[config.mk]
export PLATFORM = sky130hd
export DESIGN_NAME = sumador_secuencial
export DESIGN_NICKNAME = d
export VERILOG_FILES = /design/src/rtl/sumador_secuencial.sv
export SDC_FILE = /design/constraint.sdc
export NUM_CORES = 1
export LEC_CHECK = 0
export BUFFER_PORTS_ARGS = -buffer_cell sky130_fd_sc_hd__buf_2
export CAP_MARGIN = 15
export CORE_MARGIN = 4
export CORE_UTILIZATION = 45
export CTS_CLUSTER_SIZE = 10
export DETAILED_ROUTE_END_ITERATION = 8
export GPL_ROUTABILITY_DRIVEN = 0
export MAX_ROUTING_LAYER = met4
export PLACE_DENSITY_LB_ADDON = 0.25
export REMOVE_ABC_BUFFERS = 1
export SLEW_MARGIN = 20
export SYNTH_ARGS = -nofsm -noshare
export SYNTH_HDL_FRONTEND = slang
export SYNTH_SLANG_ARGS = --single-unit
[constraint.sdc]
create_clock -name clk -period 3.1 [get_ports clk]
set_clock_uncertainty 0.05 [all_clocks]
set_input_delay 0.62 -clock clk [delete_from_list [all_inputs] [get_ports clk]]
set_output_delay 0.62 -clock clk [all_outputs]
set_load 0.005 [all_outputs]
[src/rtl/sumador_secuencial.sv]
// Multi-cycle adder/subtractor: adds CHUNK bits per clock with a registered ripple carry,
// returning the LEN1-bit result with carry and signed-overflow flags over valid/ready.
module sumador_secuencial #(
    parameter int LEN1  = 32,
    parameter int LEN2  = 32,
    parameter int CHUNK = 8
) (
    input  logic            clk,
    input  logic            rst_n,
    input  logic            in_valid,
    output logic            in_ready,
    input  logic            sub,
    input  logic [LEN1-1:0] In1,
    input  logic [LEN2-1:0] In2,
    output logic            out_valid,
    input  logic            out_ready,
    output logic [LEN1-1:0] Out,
    output logic            carry,
    output logic            overflow
);

    localparam int N  = LEN1 / CHUNK;
    localparam int CW = (N > 1) ? $clog2(N) : 1;

    typedef enum logic [1:0] {
        IDLE = 2'd0,
        CALC = 2'd1,
        DONE = 2'd2
    } state_t;

    state_t            r_state;
    logic [LEN1-1:0]   r_a;
    logic [LEN1-1:0]   r_b;
    logic              r_c;
    logic [CW-1:0]     r_cnt;
    logic [LEN1-1:0]   r_out;
    logic              r_carry;
    logic              r_ovf;

    logic [LEN1-1:0]   w_b_ext;
    logic [CHUNK-1:0]  w_a_slice;
    logic [CHUNK-1:0]  w_b_slice;
    logic [CHUNK:0]    w_sum;
    logic              w_last;

    always_comb begin
        w_b_ext            = '0;
        w_b_ext[LEN2-1:0]  = In2;
    end

    // One slice of the ripple: bit CHUNK of w_sum is the carry into the next slice.
    always_comb begin
        w_a_slice = r_a[r_cnt*CHUNK +: CHUNK];
        w_b_slice = r_b[r_cnt*CHUNK +: CHUNK];
        w_sum     = {1'b0, w_a_slice} + {1'b0, w_b_slice} + {{CHUNK{1'b0}}, r_c};
        w_last    = (r_cnt == CW'(N - 1));
    end

    always_ff @(posedge clk or negedge rst_n) begin
        if (!rst_n) begin
            r_state <= IDLE;
            r_a     <= '0;
            r_b     <= '0;
            r_c     <= 1'b0;
            r_cnt   <= '0;
            r_out   <= '0;
            r_carry <= 1'b0;
            r_ovf   <= 1'b0;
        end else begin
            case (r_state)
                IDLE: begin
                    if (in_valid) begin
                        r_a     <= In1;
                        r_b     <= sub ? ~w_b_ext : w_b_ext;
                        r_c     <= sub;
                        r_cnt   <= '0;
                        r_state <= CALC;
                    end
                end
                CALC: begin
                    r_out[r_cnt*CHUNK +: CHUNK] <= w_sum[CHUNK-1:0];
                    r_c   <= w_sum[CHUNK];
                    r_cnt <= r_cnt + 1'b1;
                    if (w_last) begin
                        r_carry <= w_sum[CHUNK];
                        r_ovf   <= (r_a[LEN1-1] == r_b[LEN1-1]) &&
                                   (w_sum[CHUNK-1] != r_a[LEN1-1]);
                        r_state <= DONE;
                    end
                end
                DONE: begin
                    if (out_ready) begin
                        r_state <= IDLE;
                    end
                end
                default: r_state <= IDLE;
            endcase
        end
    end

    assign in_ready  = (r_state == IDLE);
    assign out_valid = (r_state == DONE);
    assign Out       = r_out;
    assign carry     = r_carry;
    assign overflow  = r_ovf;

endmodule
* After elaboration in Yosys (flattened, before gate mapping) *
Cells that the tools add are included.

storage, ports and cells
  input port bits = 69
  logic and storage cells = 42
  bits in registers = 103

operators by class
  reductions and logical operators = 7
  add/subtract/negate cells = 4
  bitwise operators = 1
  eq/ne operators = 8
  multiplexer cells = 10
  shifts and indexed selects = 4

operator list
  operator                                                                  number
  32-bit by 6-bit indexed part select with 8-bit output                     2
  5-bit negation with 34-bit output                                         1
  8-bit by 34-bit variable shift with 32-bit output (first input constant)  1
  8-bit by 34-bit indexed part select with 32-bit output                    1
  32-bit bitwise mux                                                        1
  32-bit two-way mux                                                        1
  32-bit inverter                                                           1
  8-bit by 8-bit adder with 9-bit output                                    1
  9-bit by 1-bit adder with 9-bit output                                    1
  2-bit two-way mux                                                         4
  2-bit case mux with 3 select lines                                        1
  2-bit AND reduction                                                       3
  2-bit == test (second input constant)                                     2
  2-bit != test (second input constant)                                     2
  2-bit case mux with 2 select lines                                        1
  3-bit AND reduction                                                       1
  2-bit by 1-bit adder with 2-bit output (second input constant)            1
  2-bit by 1-bit == test with 1-bit output (second input constant)          1
  2-bit zero test                                                           1
  2-bit by 1-bit != test with 1-bit output (second input constant)          1
  1-bit case mux with 2 select lines                                        1
  2-bit nonzero test                                                        1
  1-bit == test                                                             1
  1-bit logical AND                                                         1
  2 further kinds                                                           2

* Longest topological paths before layout *
Gate-level depths: netlist of run 1.

  depth after elaboration = 5
  gate-level depth with buffers = 11
  mapped depth without buffers = 9

* Least setup slack after synthesis of run 1 *
No wires, ideal clock.

  kind = register to register
  start point = reg r_cnt[1]
  end point = reg r_out[6] (netlist: Out[6])
  stages on the path, launching flop included = 12
  buffers on the path = 2
  data arrival time = 2.918 ns
  slack = 0.011 ns
  required time = 2.929 ns
  path through = dfrtp_1 > clkbuf_1 > buf_1 > mux4_2 > fa_1 > inv_1 > fa_1 > nor2b_1 > o31ai_2 > a211o_1 > o311ai_2 > a22o_1

on the way
  longest elaborated chain between the ends = 5
  elaborated cells on any way between the ends = 8
  those cells by class = add/sub (3); shift (4); mux (1)

ends and longest elaborated chain
  element                                                                   line    RTL
  start: declaration                                                        35      logic [CW-1:0] r_cnt;
  start signal: assignment                                                  83      r_cnt <= r_cnt + 1'b1;
  32-bit by 6-bit indexed part select with 8-bit output (on tied branches)  53, 54
  8-bit by 8-bit adder with 9-bit output                                    55      w_sum = {1'b0, w_a_slice} + {1'b0, w_b_slice} + {{CHUNK{1'b0}}, r_c};
  9-bit by 1-bit adder with 9-bit output                                    55
  8-bit by 34-bit indexed part select with 32-bit output                    81      r_out[r_cnt*CHUNK +: CHUNK] <= w_sum[CHUNK-1:0];
  32-bit bitwise mux (*)                                                    81
  end signal: indexed assignment                                            81
  end: declaration                                                          36      logic [LEN1-1:0] r_out;

Every way passes the cells marked *; elsewhere a longest branch is shown, timed or not.
A chain may end at the register's enable or synchronous reset.

* Final worst setup path of run 1 *
  start point = reg r_cnt[0]
  end point = reg r_ovf (netlist: overflow)

on the way
  longest elaborated chain between the ends = 5
  elaborated cells on any way between the ends = 8
  those cells by class = add/sub (2); eq/ne (2); shift (2); reduce/logical (2)

ends and longest elaborated chain
  element                                                                   line    RTL
  32-bit by 6-bit indexed part select with 8-bit output (on tied branches)  53, 54
  8-bit by 8-bit adder with 9-bit output                                    55
  9-bit by 1-bit adder with 9-bit output                                    55
  1-bit != test                                                             87      (w_sum[CHUNK-1] != r_a[LEN1-1]);
  1-bit logical AND                                                         86      r_ovf <= (r_a[LEN1-1] == r_b[LEN1-1]) &&
  end signal: assignment                                                    86
  end: declaration                                                          38      logic r_ovf;

Parallel ways exist; a longest one is shown, timed or not.

==> results.cfg, run 1 <==
[logic_synthesis]
post_synth_main_area_contributors = sky130_fd_sc_hd__dfrtp_1, sky130_fd_sc_hd__mux2_2, sky130_fd_sc_hd__mux4_2
synth_top_family_by_area = multiplexers
yosys.area_share.simple_pct = 7.59
dominantRegCellSynth = sky130_fd_sc_hd__dfrtp_1
ys_async_sr_fraction_pct = 100
synth_xor_area_share_pct = 6.18
post-synth-top-area-cell = sky130_fd_sc_hd__dfrtp_1
synth_seq_area_share_pct = 51.9
yosysUniqueCellTypes = 46
synthesized_area_fraction_occupied_by_adder_cells_pct = 4.08
post_synth_mux_area_share_pct = 14.7
syn_area_sq_um = 4960
synth_largest_type_area_fraction_pct = 51.9
synth_compound_area_share_pct = 12.8
warning_count_from_the_yosys_run = 0
synth_enable_flop_cells = 0
postSynthAreaPerCell_sq_um = 12.2
postSynthCellCount = 407
ys_seq_elements = 103

[pwr]
power.leakage_uw = 0.00270
power_density_nw_per_um2 = 1260
irDropWorstVdd_uv = 548
report.power.total_uw = 7390

[final_layout]
final_net_count = 595
final_layout_size_suffix_gt1_share_pct = 36.3
antenna_cells_inserted = 0
mostFrequentLayoutCells = sky130_fd_sc_hd__dfrtp_1, sky130_fd_sc_hd__buf_2, sky130_fd_sc_hd__nor2_1, sky130_fd_sc_hd__a21oi_1, sky130_fd_sc_hd__xnor2_1
fillerInstances = 981
finish.utilization_pct = 54.0
flow.area_growth_from_synthesis_pct = 18.0

[flow_run]
timing.max_cap.violations = 0

[cts]
clock_sink_count = 103
insertion_delay_ns = 0.37
clkSlewWorstSetupHoldPaths_ns = 0.10
cts-resized-gates = 0
tritoncts = done
ctsRootBufferMaster = sky130_fd_sc_hd__clkbuf_8
cts_htree_levels = 3
clock_path_buffers = 2
postCtsSetupBuffers = 0
post_cts_hold_buffer_count = 0
cts-buffers-inserted = 9

[sta]
fin_crit_sh_pct = 94.0
finalHoldViolations = 0
timing_worst_slew_pin_value_ns = 0.950
finalCriticalPeriod_ns = 2.92
grt_setup_unrepaired = no
finalSetupViolCount = 0
timing.max_slew.rel_slack_pct = 36.7
achievable-frequency_mhz = 343
timing_max_transition_violations_final = 0

[routing]
via_to_cell_ratio = 5.25
drt-initial-drc-count = 158
route.vias.total = 3438
detail_route.drc_violations = 0
wl_per_cell_um = 16.4
drt.antenna.violating_nets = 0
tritonroute_pass_1_iters = 4
detail_route.wirelength_um = 10800

[die]
die_height_um = 113
std_cell_rows = 38
io_pins = 105
floorplan.die.width_um = 113
core_area_sq_um = 10800
initial_core_util_pct = 45.8
floorplan.die_area_sq_um = 12800

[grt]
grt_first_pass_wirelength_um = 17900
groute.usage.overall_pct = 18.1
most_used_routing_layer = met2
via_count_of_the_first_global_routing_pass = 3618
grt_remaining_overflow = 0
grt.met3_usage_pct = 2.67
grt_start_max_net_pins = 70
use_met2_pct = 27.8
grt_util_met1_pct = 25.2
initial_antenna_violation_count = 0

[critical_path]
setup.reg_to_reg.worst_slack_ns = 0.18
path_class = flip-flop to flip-flop
critPathSlowestCell = sky130_fd_sc_hd__mux4_2
crit_chain = buf_6 -> mux4_2 -> ha_1 -> o211a_1 -> o21ai_0 -> o211ai_2 -> nor3b_1 -> a211o_1
timing.critical_path.slowest_cell_delay_ns = 0.53
worst_r2r_path_depth = 8
setup.worst_path.end_class = flip-flop
worst_r2r_endpoint = overflow
startpoint_type_of_the_worst_setup_path = flip-flop
timing.critical_path.max_delay_family = compound AO/OA/AOI/OAI gates
cp_max_fo = 13
critPathRequiredTime_ns = 3.30
rr_startpoint = r_cnt[0]
worstPathBufferInverterCount = 1
worstPathArrival_ns = 3.12

[min_path]
hp-class = input port to async pin

[run_status]
result_of_the_run = finished clean

[placed_design]
port_buffers = 104
dp_hpwl_um = 8040
[per-stage QoR]
step / setup slack (ns) / cell area, sq um / hold WS (ns) / instances / TNS, ns
after CTS: 0.0984 / 5840 / 0.223 / 655 / 0
after detailed placement: 0.122 / 5650 / 0.426 / 640 / 0
after floorplan: -0.209 / 4870 / 0.274 / 387 / -1.67
after global placement: 0.227 / 5650 / 0.414 / 640 / 0
final: 0.185 / 5860 / 0.203 / 655 / 0
after global routing: 0.00103 / 5860 / 0.249 / 655 / 0
[report_power, final]
part	switching, uW	internal [uW]	total (uW)
Clock	451	396	848
Combinational	2330	1880	4200
Sequential	384	1960	2340
[metal layers]
layer	part of all wire [%]	up-vias
met1	47	1678
met2	46	93
met3	4.8	14
li1	-	1653
met4	1.5	0
met5	0	-
[cell usage after synthesis, types with 3 or more instances]
master	count
sky130_fd_sc_hd__mux2_2	32
sky130_fd_sc_hd__or3_1	3
sky130_fd_sc_hd__o21ai_1	11
sky130_fd_sc_hd__xnor2_1	34
sky130_fd_sc_hd__ha_1	13
sky130_fd_sc_hd__nand2b_1	3
sky130_fd_sc_hd__dfrtp_1	103
sky130_fd_sc_hd__mux4_2	16
sky130_fd_sc_hd__clkbuf_1	5
sky130_fd_sc_hd__a21oi_1	39
sky130_fd_sc_hd__o21ai_0	7
sky130_fd_sc_hd__nor2_1	39
sky130_fd_sc_hd__nand2_1	18
sky130_fd_sc_hd__a22o_1	21
sky130_fd_sc_hd__inv_1	10
sky130_fd_sc_hd__buf_2	13
[layout make-up]
cell class	count	area, sq um	share of cell area (%)
timing repair buffer	113	607	10.4
clock inverter	4	52.6	0.897
tap	140	175	2.99
sequential	103	2580	44.0
multi-input combinational	274	2270	38.7
clock buffer	11	141	2.41
inverter	10	37.5	0.641
[worst register-to-register path: cells and delay by family, from the launching register on]
family | cells | cell delay, ns
multiplexers | 1 | 0.53
flip-flops | 1 | 0.46
buffers and inverters | 1 | 0.24
AO/OA/AOI/OAI | 4 | 0.95
AND/OR/NAND/NOR | 1 | 0.21
adder cells (fa/ha/maj) | 1 | 0.36
[registers in the layout, summed over array words and instances (netlist names)]
register  flops
r_b          32
Out          32
r_state       2
r_cnt         2
r_c           1
carry         1
r_a          32
overflow      1
[cell families (layout without fill, tap and decap cells)]
group	after synthesis	in the layout
flops	103	103
compound gates	96	96
simple gates	79	79
mux	49	49
xor+xnor	35	35
buf+inv	30	138
fa+ha+maj	15	15
[how the worst max path moves through the flow]
| stage | from | endpoint | cells past startpoint |
|---|---|---|---|
| after floorplan | r_cnt[0] | Out[14] | 9 |
| after global placement | r_cnt[0] | overflow | 8 |
| after detailed placement | r_cnt[0] | overflow | 8 |
| after CTS | r_cnt[0] | overflow | 8 |
| after global routing | r_cnt[0] | carry | 9 |
| final | r_cnt[0] | overflow | 8 |
Power figures use the tool's default switching activity.
==> inputs of run 2 (changes only) <==
--- a/config.mk
+++ b/config.mk
@@ -12,9 +12,9 @@
 export CTS_CLUSTER_SIZE = 10
 export DETAILED_ROUTE_END_ITERATION = 8
 export GPL_ROUTABILITY_DRIVEN = 0
-export MAX_ROUTING_LAYER = met4
 export PLACE_DENSITY_LB_ADDON = 0.25
 export REMOVE_ABC_BUFFERS = 1
+export SKIP_LAST_GASP = 1
 export SLEW_MARGIN = 20
 export SYNTH_ARGS = -nofsm -noshare
 export SYNTH_HDL_FRONTEND = slang
==> results.cfg, run 2 (synthesis gave the netlist of run 1 again) <==
[critical_path]
timing.critical_path.max_delay_family = compound AO/OA/AOI/OAI gates
startpoint_type_of_the_worst_setup_path = flip-flop
worstPathBufferInverterCount = 1
critPathSlowestCell = sky130_fd_sc_hd__mux4_2
setup.reg_to_reg.worst_slack_ns = 0.18
worstPathArrival_ns = 3.11
path_class = flip-flop to flip-flop
timing.critical_path.slowest_cell_delay_ns = 0.55
crit_chain = buf_6 -> mux4_2 -> ha_1 -> a211oi_2 -> o211a_1 -> o211ai_2 -> nor3b_1 -> a211o_1
cp_max_fo = 13
critPathRequiredTime_ns = 3.30
setup.worst_path.end_class = flip-flop

[routing]
route.vias.total = 3447
detail_route.wirelength_um = 10800
wl_per_cell_um = 16.4
tritonroute_pass_1_iters = 4
drt-initial-drc-count = 162
via_to_cell_ratio = 5.26
detail_route.drc_violations = 0
drt.antenna.violating_nets = 0

[die]
floorplan.die.width_um = 113
floorplan.die_area_sq_um = 12800
io_pins = 105
die_height_um = 113
core_area_sq_um = 10800
std_cell_rows = 38
initial_core_util_pct = 45.8

[pwr]
irDropWorstVdd_uv = 548
power.leakage_uw = 0.00270
power_density_nw_per_um2 = 1260

[cts]
tritoncts = done
clkSlewWorstSetupHoldPaths_ns = 0.10
cts-resized-gates = 0
postCtsSetupBuffers = 0
clock_path_buffers = 2
ctsRootBufferMaster = sky130_fd_sc_hd__clkbuf_8
cts-buffers-inserted = 9
cts_htree_levels = 3
clock_sink_count = 103
insertion_delay_ns = 0.36
post_cts_hold_buffer_count = 0

[placed_design]
port_buffers = 104
dpl_worst_slack_ns = 0.122
dp_cells = 640
dp_hpwl_um = 8040

[sta]
finalHoldViolations = 0
achievable-frequency_mhz = 343
timing_worst_slew_pin_value_ns = 0.951
timing.max_slew.rel_slack_pct = 36.6
finalSetupViolCount = 0
fin_crit_sh_pct = 94.1
finalCriticalPeriod_ns = 2.92
setup_total_negative_slack_ns = 0
setup_slack_ns = 0.182
grt_setup_unrepaired = no
timing_max_transition_violations_final = 0

[final_layout]
final_net_count = 595
multi_input_area_sq_um = 2270
finish.cell_count_without_fillers = 655
sequential_cell_area_sq_um = 2580
fillerInstances = 981
flow.area_growth_from_synthesis_pct = 18.0
final_layout_size_suffix_gt1_share_pct = 36.3
antenna_cells_inserted = 0
mostFrequentLayoutCells = sky130_fd_sc_hd__dfrtp_1, sky130_fd_sc_hd__buf_2, sky130_fd_sc_hd__nor2_1, sky130_fd_sc_hd__a21oi_1, sky130_fd_sc_hd__xnor2_1

[grt]
grt_remaining_overflow = 0
grt_start_max_net_pins = 70
via_count_of_the_first_global_routing_pass = 3630
groute.usage.overall_pct = 17.6
grt.met3_usage_pct = 2.99
use_met2_pct = 27.9
grt_first_pass_wirelength_um = 17900
initial_antenna_violation_count = 0
grt_util_met1_pct = 24.9
most_used_routing_layer = met2

[flow_run]
timing.max_cap.violations = 0

[run_status]
result_of_the_run = finished clean

[min_path]
hp-class = input port to async pin
==> run 2: final timing paths <==
path                       depth (start not counted)          to      start
max                                                8    overflow   r_cnt[0]
min                                                1     r_a[17]      rst_n
max reg2reg                                        8    overflow   r_cnt[0]
min reg2reg                                        2      Out[1]     Out[1]
max in group asynchronous                          2  r_state[1]      rst_n
min in group clk                                   2  r_state[1]  out_ready
==> run 2: area by class of cell <==
class                   instances  area share, %
flip-flops and latches        103           44.0
repair buffers                113           10.4
well taps                     140           2.99
inverters                      10          0.641
multi-input cells             274           38.7
clock buffers                  11           2.41
clock inverters                 4          0.897
==> run 2: power by group <==
part | leakage (uW) | switching [uW] | internal, uW
Clock | 0.000100 | 447 | 396
Sequential | 0.00125 | 386 | 1960
Combinational | 0.00135 | 2320 | 1880
Total | 0.00270 | 3160 | 4230
==> run 2: routing by layer <==
| metal | vias to the layer above | part of all wire (%) |
|---|---|---|
| li1 | 1658 | - |
| met1 | 1679 | 47 |
| met2 | 98 | 47 |
| met3 | 12 | 5.6 |
| met4 | 0 | 1.2 |
| met5 | - | 0 |
==> run 2: per-stage QoR <==
step	total power [uW]	instance area, sq um	hold WS (ns)	util (%)
after floorplan	5260	4870	0.274	-
after global placement	6380	5650	0.414	52.1
after detailed placement	6510	5650	0.426	52.1
after CTS	7360	5840	0.223	53.9
after global routing	8010	5860	0.245	54.0
final	7390	5860	0.203	54.0
==> run 2: worst register-to-register path, delay by kind of cell (launching register included) <==
| family | cells | cell delay (ns) |
|---|---|---|
| compound gates | 4 | 0.97 |
| fa+ha+maj | 1 | 0.31 |
| buf+inv | 1 | 0.24 |
| flops | 1 | 0.46 |
| mux | 1 | 0.55 |
| simple gates | 1 | 0.21 |
